==> config.mk <==
export PLATFORM = sky130hd
export DESIGN_NAME = mac_operand_arbiter
export DESIGN_NICKNAME = d
export VERILOG_FILES = /design/src/rtl/mac_operand_arbiter.sv
export SDC_FILE = /design/constraint.sdc
export NUM_CORES = 1
export LEC_CHECK = 0
export BUFFER_PORTS_ARGS = -buffer_cell sky130_fd_sc_hd__buf_2
export CAP_MARGIN = 5
export CORE_AREA = 2 2 129 131
export CTS_CLUSTER_SIZE = 30
export DETAILED_ROUTE_END_ITERATION = 10
export DIE_AREA = 0 0 131 133
export GPL_TIMING_DRIVEN = 0
export PLACE_DENSITY = 0.64
export SLEW_MARGIN = 10
export SYNTH_ARGS = -nofsm -noshare
export SYNTH_HDL_FRONTEND = slang
export SYNTH_SLANG_ARGS = --single-unit
==> constraint.sdc <==
create_clock -name clk -period 1.97 [get_ports clk]
set_input_delay 0.197 -clock clk [delete_from_list [all_inputs] [get_ports clk]]
set_output_delay 0.197 -clock clk [all_outputs]
set_load 0.02 [all_outputs]
==> src/rtl/mac_operand_arbiter.sv <==
// rtl/mac_operand_arbiter.sv - round-robin arbiter sharing one held 64-bit operand channel into the MAC array
module mac_operand_arbiter #(
    parameter int NUM_REQ = 4,
    parameter int DATA_W  = 64,
    parameter int SRC_W   = $clog2(NUM_REQ)
) (
    input  logic                      clk,
    input  logic                      reset,
    input  logic [NUM_REQ-1:0]        req_valid,
    input  logic [NUM_REQ*DATA_W-1:0] req_data,
    output logic [NUM_REQ-1:0]        req_ready,
    output logic                      out_valid,
    input  logic                      out_ready,
    output logic [DATA_W-1:0]         out_data,
    output logic [SRC_W-1:0]          out_src,
    output logic                      busy
);

    typedef enum logic {
        IDLE = 1'b0,
        HOLD = 1'b1
    } state_t;

    state_t            state;
    state_t            state_nxt;
    logic [SRC_W-1:0]  rr_ptr;
    logic [SRC_W-1:0]  grant;
    logic [SRC_W-1:0]  cand;
    logic [SRC_W-1:0]  ptr_nxt;
    logic              found;
    logic              accept;
    logic [DATA_W-1:0] req_words [NUM_REQ];

    for (genvar i = 0; i < NUM_REQ; i++) begin : g_unpack
        assign req_words[i] = req_data[i*DATA_W +: DATA_W];
    end

    // Scan from rr_ptr upward with modulo wrap so non-power-of-2 NUM_REQ never selects a missing index.
    always_comb begin
        grant = '0;
        cand  = '0;
        found = 1'b0;
        for (int k = 0; k < NUM_REQ; k++) begin
            cand = SRC_W'((int'(rr_ptr) + k) % NUM_REQ);
            if (!found && req_valid[cand]) begin
                grant = cand;
                found = 1'b1;
            end
        end
    end

    // Gated by reset so no requester sees a strobe while the holding register is being cleared.
    assign accept  = found && !reset && (state == IDLE || out_ready);
    assign ptr_nxt = (grant == SRC_W'(NUM_REQ - 1)) ? '0 : grant + 1'b1;

    always_comb begin
        req_ready = '0;
        if (accept) begin
            req_ready[grant] = 1'b1;
        end
    end

    always_comb begin
        state_nxt = state;
        case (state)
            IDLE: begin
                if (accept) begin
                    state_nxt = HOLD;
                end
            end
            HOLD: begin
                if (accept) begin
                    state_nxt = HOLD;
                end else if (out_ready) begin
                    state_nxt = IDLE;
                end
            end
            default: state_nxt = IDLE;
        endcase
    end

    always_ff @(posedge clk or posedge reset) begin
        if (reset) begin
            state    <= IDLE;
            rr_ptr   <= '0;
            out_data <= '0;
            out_src  <= '0;
        end else begin
            state <= state_nxt;
            if (accept) begin
                out_data <= req_words[grant];
                out_src  <= grant;
                rr_ptr   <= ptr_nxt;
            end
        end
    end

    assign out_valid = (state == HOLD);
    assign busy      = out_valid;

endmodule

Yosys cells after proc, flatten, opt, wreduce, memory -nomap -nowiden
Index checks and enable logic that the tools add are counted.
{"block": "totals", "out_inout_bits": 72, "regBits": 69, "input_bits": 263}
{"block": "op_classes", "n_bitwise": 2, "n_reduce_logical": 11, "order_cmp": 7, "eq_ne": 1, "n_mux": 27, "addsub": 4}
{"operator": "$bmux W64 S2", "n": 1}
{"operator": "$mux W64", "n": 2}
{"operator": "$lt A2 B3 Y1 const B", "n": 5}
{"operator": "$mux W1", "n": 12}
{"operator": "$mux W2", "n": 5}
{"operator": "$bmux W1 S2", "n": 4}
{"operator": "$logic_and A1 B1 Y1", "n": 6}
{"operator": "$add A2 B1 Y2 const B", "n": 2}
{"operator": "$add A2 B2 Y2 const B", "n": 2}
{"operator": "$logic_not A1 Y1", "n": 4}
{"operator": "$mux W4", "n": 1}
{"operator": "$ge A3 B3 Y1 const B", "n": 1}
{"operator": "$not A2 Y3", "n": 1}
{"operator": "$demux W1 S2", "n": 1}
{"operator": "$eq A2 B2 Y1 const B", "n": 1}
{"operator": "$ge A2 B1 Y1 const B", "n": 1}
{"operator": "$pmux W1 S2", "n": 1}
{"operator": "$logic_or A1 B1 Y1", "n": 1}
{"operator": "$not A1 Y1", "n": 1}

Logic depth before layout (Yosys ltp)
Gate-level depths: netlist (run 1).
{"block": "logic_depth", "ltp_word": 17, "ltp_mapped": 8}

Worst setup path before layout (run 1)
No wires, ideal clock.
{"block": "synth_timing", "path_kind": "register to output", "startpoint": "reg state, in the netlist busy", "endpoint": "out req_ready[2]", "required_time_ns": 1.773, "arrival_time_ns": 1.521, "slack_ns": 0.252, "path_stages_with_launch": 6, "path_cell_list": "dfrtp_1 -> nand2b_1 -> nand2_1 -> buf_4 -> buf_2 -> a211oi_1"}
{"block": "synth_via", "elab_chain_cells": 4}
{"element": "start: declaration", "line_no": "24", "text": "state_t state;"}
{"element": "start signal: assignment", "line_no": "89", "text": "state <= state_nxt;"}
{"element": "$not A1 Y1"}
{"element": "$logic_or A1 B1 Y1", "line_no": "53", "text": "assign accept = found && !reset && (state == IDLE || out_ready);"}
{"element": "$logic_and A1 B1 Y1", "line_no": "53"}
{"element": "$mux W4", "line_no": "58", "text": "if (accept) begin"}
{"element": "end: declaration", "line_no": "11", "text": "output logic [NUM_REQ-1:0] req_ready,"}
No other way between the ends.

Worst setup path in the final report (run 1)
{"block": "layout_timing", "startpoint": "reg rr_ptr[0]", "endpoint": "out req_ready[3]"}
{"block": "layout_via", "elab_chain_cells": 17}
{"element": "start: declaration", "line_no": "26", "text": "logic [SRC_W-1:0] rr_ptr;"}
{"element": "start signal: assignment", "line_no": "93", "text": "rr_ptr <= ptr_nxt;"}
{"element": "parallel branches: the longest is 16 deep, another holds $lt A2 B3 Y1"}
{"element": "$mux W4 (*)", "line_no": "58"}
Mark *: on every way between the ends. The select of a mux whose other input is x is not followed.

==> flow_summary.json, run 1 <==
{
  "finalPower_mw": 6.90,
  "fmax_mhz": 512,
  "clock_path_buffers": 2,
  "dieHeight_um": 133,
  "synthDistinctLibCells": 26,
  "leakage_nw": 3.10,
  "synth_cells": 419,
  "synthArstFlopShare_pct": 100,
  "worst_pin_slew_ps": 531,
  "gp_congestion": 0.834,
  "post-place-ws_ps": -246,
  "grt_pass1_wl_mm": 26.0,
  "hold_ws_ps": 90.7,
  "finalCritPeriodShare_pct": 99.1,
  "rsz0062_at_grt": "yes",
  "start_kind": "register",
  "start_util_pct": 23.3,
  "skew_ps": 10.1,
  "layout.nets": 1033,
  "top_usage_layer": "met2",
  "seq_area_frac_synth_pct": 45.8,
  "first_pass_iters": 9,
  "pin_count": 335,
  "cp_top_family": "simple AND/OR/NAND/NOR gates",
  "grt_use_met1_pct": 23.7,
  "cts_tree": "done",
  "outcome": "complete, no violations",
  "drt_wl_total_mm": 17.9,
  "crit_chain": "nand2b_4, o21ai_2, a221oi_2, nand2_1, nor2_1, buf_4",
  "syn_area_mm2": 0.00377,
  "hpwl_mm": 13.9,
  "dieArea_mm2": 0.0174,
  "clk_pin_slew_ps": 60,
  "synth_fa_ha_area_share_pct": 0,
  "ir_worst_vdd_mv": 0.444,
  "setup_slack_ps": 17.6,
  "met2_usage_pct": 35.3,
  "vias": 5034,
  "avgRoutedWirePerCell_um": 18.0,
  "diodes": 0,
  "end_kind": "output port",
  "core.rowCount": 47,
  "final_max_slew_viol_count": 0,
  "ys_top_cells_by_area": "dfrtp_1, a21oi_1, a222oi_1",
  "cts_root_buffer": "clkbuf_16",
  "drive_above_1_share_pct": 52.0,
  "min_period_ps": 1950,
  "startpoint": "rr_ptr[0]",
  "min_path_type": "input pin to register",
  "internal_power_mw": 4.28,
  "synth_top_area_share_pct": 45.8,
  "synth_top_family_by_area": "compound AO/OA/AOI/OAI gates",
  "cpMaxStageDelayCell": "dfrtp_2",
  "fin_cells": 995,
  "synth_common_cells": "a21oi_1, nor2_1, dfrtp_1, a222oi_1, clkbuf_1",
  "postRouteAntennaNets": 0,
  "cp_max_fo": 4,
  "synth_top_cell_by_area": "dfrtp_1",
  "core_mm2": 0.0162,
  "syn_avg_cell_area_um2": 8.99,
  "synth-simple-area-share_pct": 9.86,
  "overflow": 0,
  "grt_max_degree": 36,
  "io_buffers": 333,
  "clock-sinks": 69,
  "cts_buffers": 9,
  "setup_violations": 0,
  "critPathMaxStageDelay_ps": 400,
  "clock_latency_ps": 340,
  "synthMuxAreaShare_pct": 0,
  "synth_compound_area_share_pct": 37.0,
  "hp-start": "reset",
  "syn_nets": 682,
  "power_switching_mw": 2.62,
  "synth_ff_type": "dfrtp_1",
  "grt_antenna_before_repair": 0,
  "pwr-share-comb_pct": 42.9,
  "yosys_warnings": 0,
  "maxCapViolCount": 0,
  "pwr-share-clk_pct": 27.6,
  "synth_edf_count": 0,
  "drc": 0,
  "slew_headroom_pct": 64.6,
  "synth_most_common_cell": "a21oi_1",
  "utilization_pct": 38.9,
  "cp.arrival_ps": 1760,
  "area_growth_pct": 66.9,
  "reg2reg_from": "rr_ptr[0]",
  "globalRouteMet3Util_pct": 4.57,
  "place_inst": 973,
  "htreeDepth": 3,
  "die_w_um": 131,
  "cp_num_buf_inv": 1,
  "drt_iter0_drc": 389,
  "ys_ff_latch": 69,
  "pwr-share-seq_pct": 29.5,
  "p_sw_share_pct": 37.9,
  "synth_xor_area_share_pct": 0,
  "grt_pass1_vias": 4900,
  "p_per_area_mw_per_mm2": 1100,
  "viasPerCell": 5.06,
  "worst_ep_required_time_ps": 1770,
  "path_class": "register to output port",
  "hold_viol_final": 0,
  "grt_usage_pct": 19.6
}
layer usage:
metal | vias up | wire length [um]
li1 | 2345 | -
met4 | 0 | 147
met1 | 2388 | 7260
met3 | 10 | 1450
met5 | - | 0
met2 | 291 | 9050
what timing repair did:
| action | 4_1_cts | 5_1_grt |
|---|---|---|
| gates cloned | 0 | 0 |
| gates resized for setup | 22 | 45 |
| pin swaps | 4 | 19 |
| setup buffers | 6 | 3 |
| hold buffers | 1 | 0 |
| setup endpoints to repair | 63 | 65 |
| endpoints found under the hold margin | 34 | 0 |
registers in the layout, indices dropped and copies added (netlist names):
name / cells
rr_ptr: 2
out_data: 64
out_src: 2
busy: 1
worst reg2reg max path, cell delays in order (launching register included):
cell and delay (ps):
dfrtp_2 440, nand2b_4 180, a21o_1 200, and3_1 170
buf_6 170, buf_6 160, a222oi_1 340, a21oi_1 110
path summary, 6_finish.rpt:
path	end	slack (ps)	cells past startpoint
worst max-delay path	req_ready[3]	20	6
worst min-delay path	busy	90	2
worst max register to register	out_data[43]	70	7
worst min register to register	out_src[1]	480	2
max in group asynchronous	out_data[21]	930	4
min in group asynchronous	busy	480	3
cells by family (layout without fill, tap and decap cells):
group | Yosys count | after routing
buffers and inverters | 51 | 407
flip-flops | 69 | 69
AO/OA/AOI/OAI | 210 | 210
AND/OR/NAND/NOR | 89 | 89
stage by stage:
stage / cell area, um^2 / TNS, ps
detailed placement: 5730 / -4380
CTS: 6200 / 0
global placement: 5710 / -76230
floorplan: 3770 / 0
finish: 6290 / 0
global route: 6290 / -242
cell usage in the layout (no fill, tap or decap), types with 2 or more instances in the layout:
cell / count
a21oi_1: 133
a222oi_1: 64
and2_4: 2
and3_1: 2
buf_12: 2
buf_2: 337
buf_4: 16
buf_6: 13
bufinv_16: 3
clkbuf_1: 10
clkbuf_16: 9
clkbuf_2: 6
clkinvlp_4: 2
dfrtp_1: 68
inv_1: 4
nand2_1: 6
nand2b_1: 3
nand2b_4: 2
nor2_1: 70
o21ai_0: 3
final cells by class:
cell class,instances,area (um^2)
multi-input cells,299,1830
inverters,5,21.3
repair buffers,344,1790
well taps,220,275
clock buffers,10,239
fillers,1655,9880
flip-flops and latches,69,1730
plain buffers,42,300
clock inverters,6,110
power by group through the flow:
| stage | combinational, mW | clock, mW | sequential, mW |
|---|---|---|---|
| finish | 2.96 | 1.90 | 2.04 |
| global route | 3.23 | 2.03 | 2.08 |
| CTS | 2.89 | 1.96 | 2.03 |
| detailed placement | 2.79 | 0 | 2.05 |
| global placement | 2.77 | 0 | 2.04 |
| floorplan | 1.19 | 0 | 2.51 |
Note: power is estimated with default switching activity, not from simulation.
==> run 2, diff against run 1 <==
--- a/config.mk
+++ b/config.mk
@@ -13,6 +13,7 @@
 export DIE_AREA = 0 0 131 133
 export GPL_TIMING_DRIVEN = 0
 export PLACE_DENSITY = 0.64
+export RECOVER_POWER = 100
 export SLEW_MARGIN = 10
 export SYNTH_ARGS = -nofsm -noshare
 export SYNTH_HDL_FRONTEND = slang
==> run 2 against run 1 <==
  * Largest cell class unchanged
  * Global-route usage unchanged
  * Maximum frequency up 0.32%
  * Sequential power is essentially flat
  * Register-to-register slack worse by 20 ps
  * Largest power group unchanged
  * Clock power is essentially flat
==> flow_summary.json, run 2 (synthesis gave the netlist of run 1 again) <==
{
  "first_pass_iters": 8,
  "maxCapViolCount": 0,
  "min_period_ps": 1950,
  "gp_congestion": 0.834,
  "hold_ws_ps": 131,
  "leakage_nw": 2.92,
  "clk_pin_slew_ps": 60,
  "dieHeight_um": 133,
  "start_kind": "register",
  "postRouteAntennaNets": 0,
  "clock-sinks": 69,
  "hpwl_mm": 13.9,
  "layout.nets": 1033,
  "post-place-ws_ps": -246,
  "p_per_area_mw_per_mm2": 1100,
  "cp.arrival_ps": 1750,
  "worst_ep_required_time_ps": 1770,
  "core.rowCount": 47,
  "drive_above_1_share_pct": 43.1,
  "final_cell_mix": "buf_2, a21oi_1, clkbuf_1, nor2_1, dfrtp_1",
  "start_util_pct": 23.3,
  "largest_reg_flops": 64,
  "rsz0062_at_grt": "yes",
  "ir_worst_vdd_mv": 0.442,
  "dieArea_mm2": 0.0174,
  "drt_iter0_drc": 435,
  "final_max_slew_viol_count": 0,
  "grt_usage_pct": 19.6,
  "setup_violations": 0,
  "viasPerCell": 5.06,
  "tns_ps": 0,
  "grt_antenna_before_repair": 0,
  "slew_headroom_pct": 49.9,
  "area_growth_pct": 64.2,
  "clock_latency_ps": 340,
  "layout_commonest_cell": "buf_2",
  "drc": 0,
  "avgRoutedWirePerCell_um": 18.1,
  "fmax_mhz": 514,
  "core_mm2": 0.0162,
  "io_buffers": 333,
  "top_regs": "out_data: 64 flops, out_src: 2 flops, rr_ptr: 2 flops",
  "cpMaxStageDelayCell": "dfrtp_2",
  "cts_tree": "done",
  "grt_pass1_wl_mm": 26.0,
  "grt_max_degree": 36,
  "cts_buffers": 9,
  "path_class": "register to output port",
  "clock_path_buffers": 2,
  "min_path_type": "input pin to register",
  "finalCritPeriodShare_pct": 98.8,
  "skew_ps": 9.94,
  "fin_area_mm2": 0.00619,
  "utilization_pct": 38.3,
  "cp_num_buf_inv": 1,
  "cp_top_family": "simple AND/OR/NAND/NOR gates",
  "drt_wl_total_mm": 18.0,
  "grt_pass1_vias": 4900,
  "end_kind": "output port",
  "die_w_um": 131,
  "crit_chain": "nand2b_4, o21ai_2, a221oi_2, nand2_1, nor2_1, buf_4",
  "pin_count": 335,
  "setup_slack_ps": 23.7,
  "fillCellCount": 1696,
  "outcome": "complete, no violations",
  "placed_area_mm2": 0.00573,
  "diodes": 0,
  "worst_pin_slew_ps": 751,
  "cts_root_buffer": "clkbuf_16",
  "htreeDepth": 3,
  "vias": 5039,
  "max_flop_register": "out_data",
  "critPathMaxStageDelay_ps": 410,
  "cp_max_fo": 4,
  "hold_viol_final": 0,
  "overflow": 0
}
## run 2: cell count changes in the layout (fill, tap and decap cells not counted)
cell,previous run,this run
clkbuf_1,10,79
inv_2,0,1
buf_12,2,1
clkbuf_4,0,1
inv_4,1,0
buf_2,337,268
## run 2: path summary, 6_finish.rpt
kind | endpoint | startpoint | slack [ps] | cells past startpoint
max reg2reg | out_data[7] | rr_ptr[0] | 50 | 7
min in group asynchronous | busy | reset | 560 | 3
max | req_ready[3] | rr_ptr[0] | 20 | 6
max in group asynchronous | out_data[21] | reset | 350 | 4
min reg2reg | out_src[1] | out_src[1] | 490 | 2
min | busy | reset | 130 | 2
## run 2: worst register-to-register path, stage by stage (launching register included)
cell	delay, ps
dfrtp_2	440
nand2b_4	180
a21o_1	200
and3_1	170
buf_6	170
buf_6	160
a222oi_1	350
a21oi_1	120
## run 2: where the power goes
part	switching, mW	leakage [nW]	internal, mW
Combinational	1.76	1.98	1.09
Sequential	0.237	0.777	1.81
Clock	0.637	0.165	1.27
## run 2: area by class of cell
cell class / instances / area [um^2] / area share, %
Buffer: 42 / 300 / 4.85
Tap cell: 220 / 275 / 4.45
Inverter: 5 / 18.8 / 0.303
Clock inverter: 6 / 110 / 1.78
Sequential cell: 69 / 1730 / 27.9
Timing Repair Buffer: 344 / 1690 / 27.3
Clock buffer: 10 / 239 / 3.86
Multi-Input combinational cell: 299 / 1830 / 29.6
## run 2: timing repair
item	CTS	global route
setup buffers	6	3
endpoints found under the hold margin	34	0
gates resized for setup	22	45
setup endpoints to repair	63	65
pin swaps	4	19
hold buffers	1	0
cloned	0	0
## run 2: metrics by stage
| stage | std cells | power [mW] |
|---|---|---|
| after floorplan | 419 | 3.70 |
| after global placement | 972 | 4.81 |
| after detailed placement | 973 | 4.83 |
| after CTS | 994 | 6.88 |
| after global routing | 995 | 7.23 |
| final | 995 | 6.81 |
## run 2: layer usage
metal	GRT usage [%]	wire length [um]
met1	23.7	7300
met2	35.3	9090
met3	4.57	1440
met4	3.90	155
met5	0	0
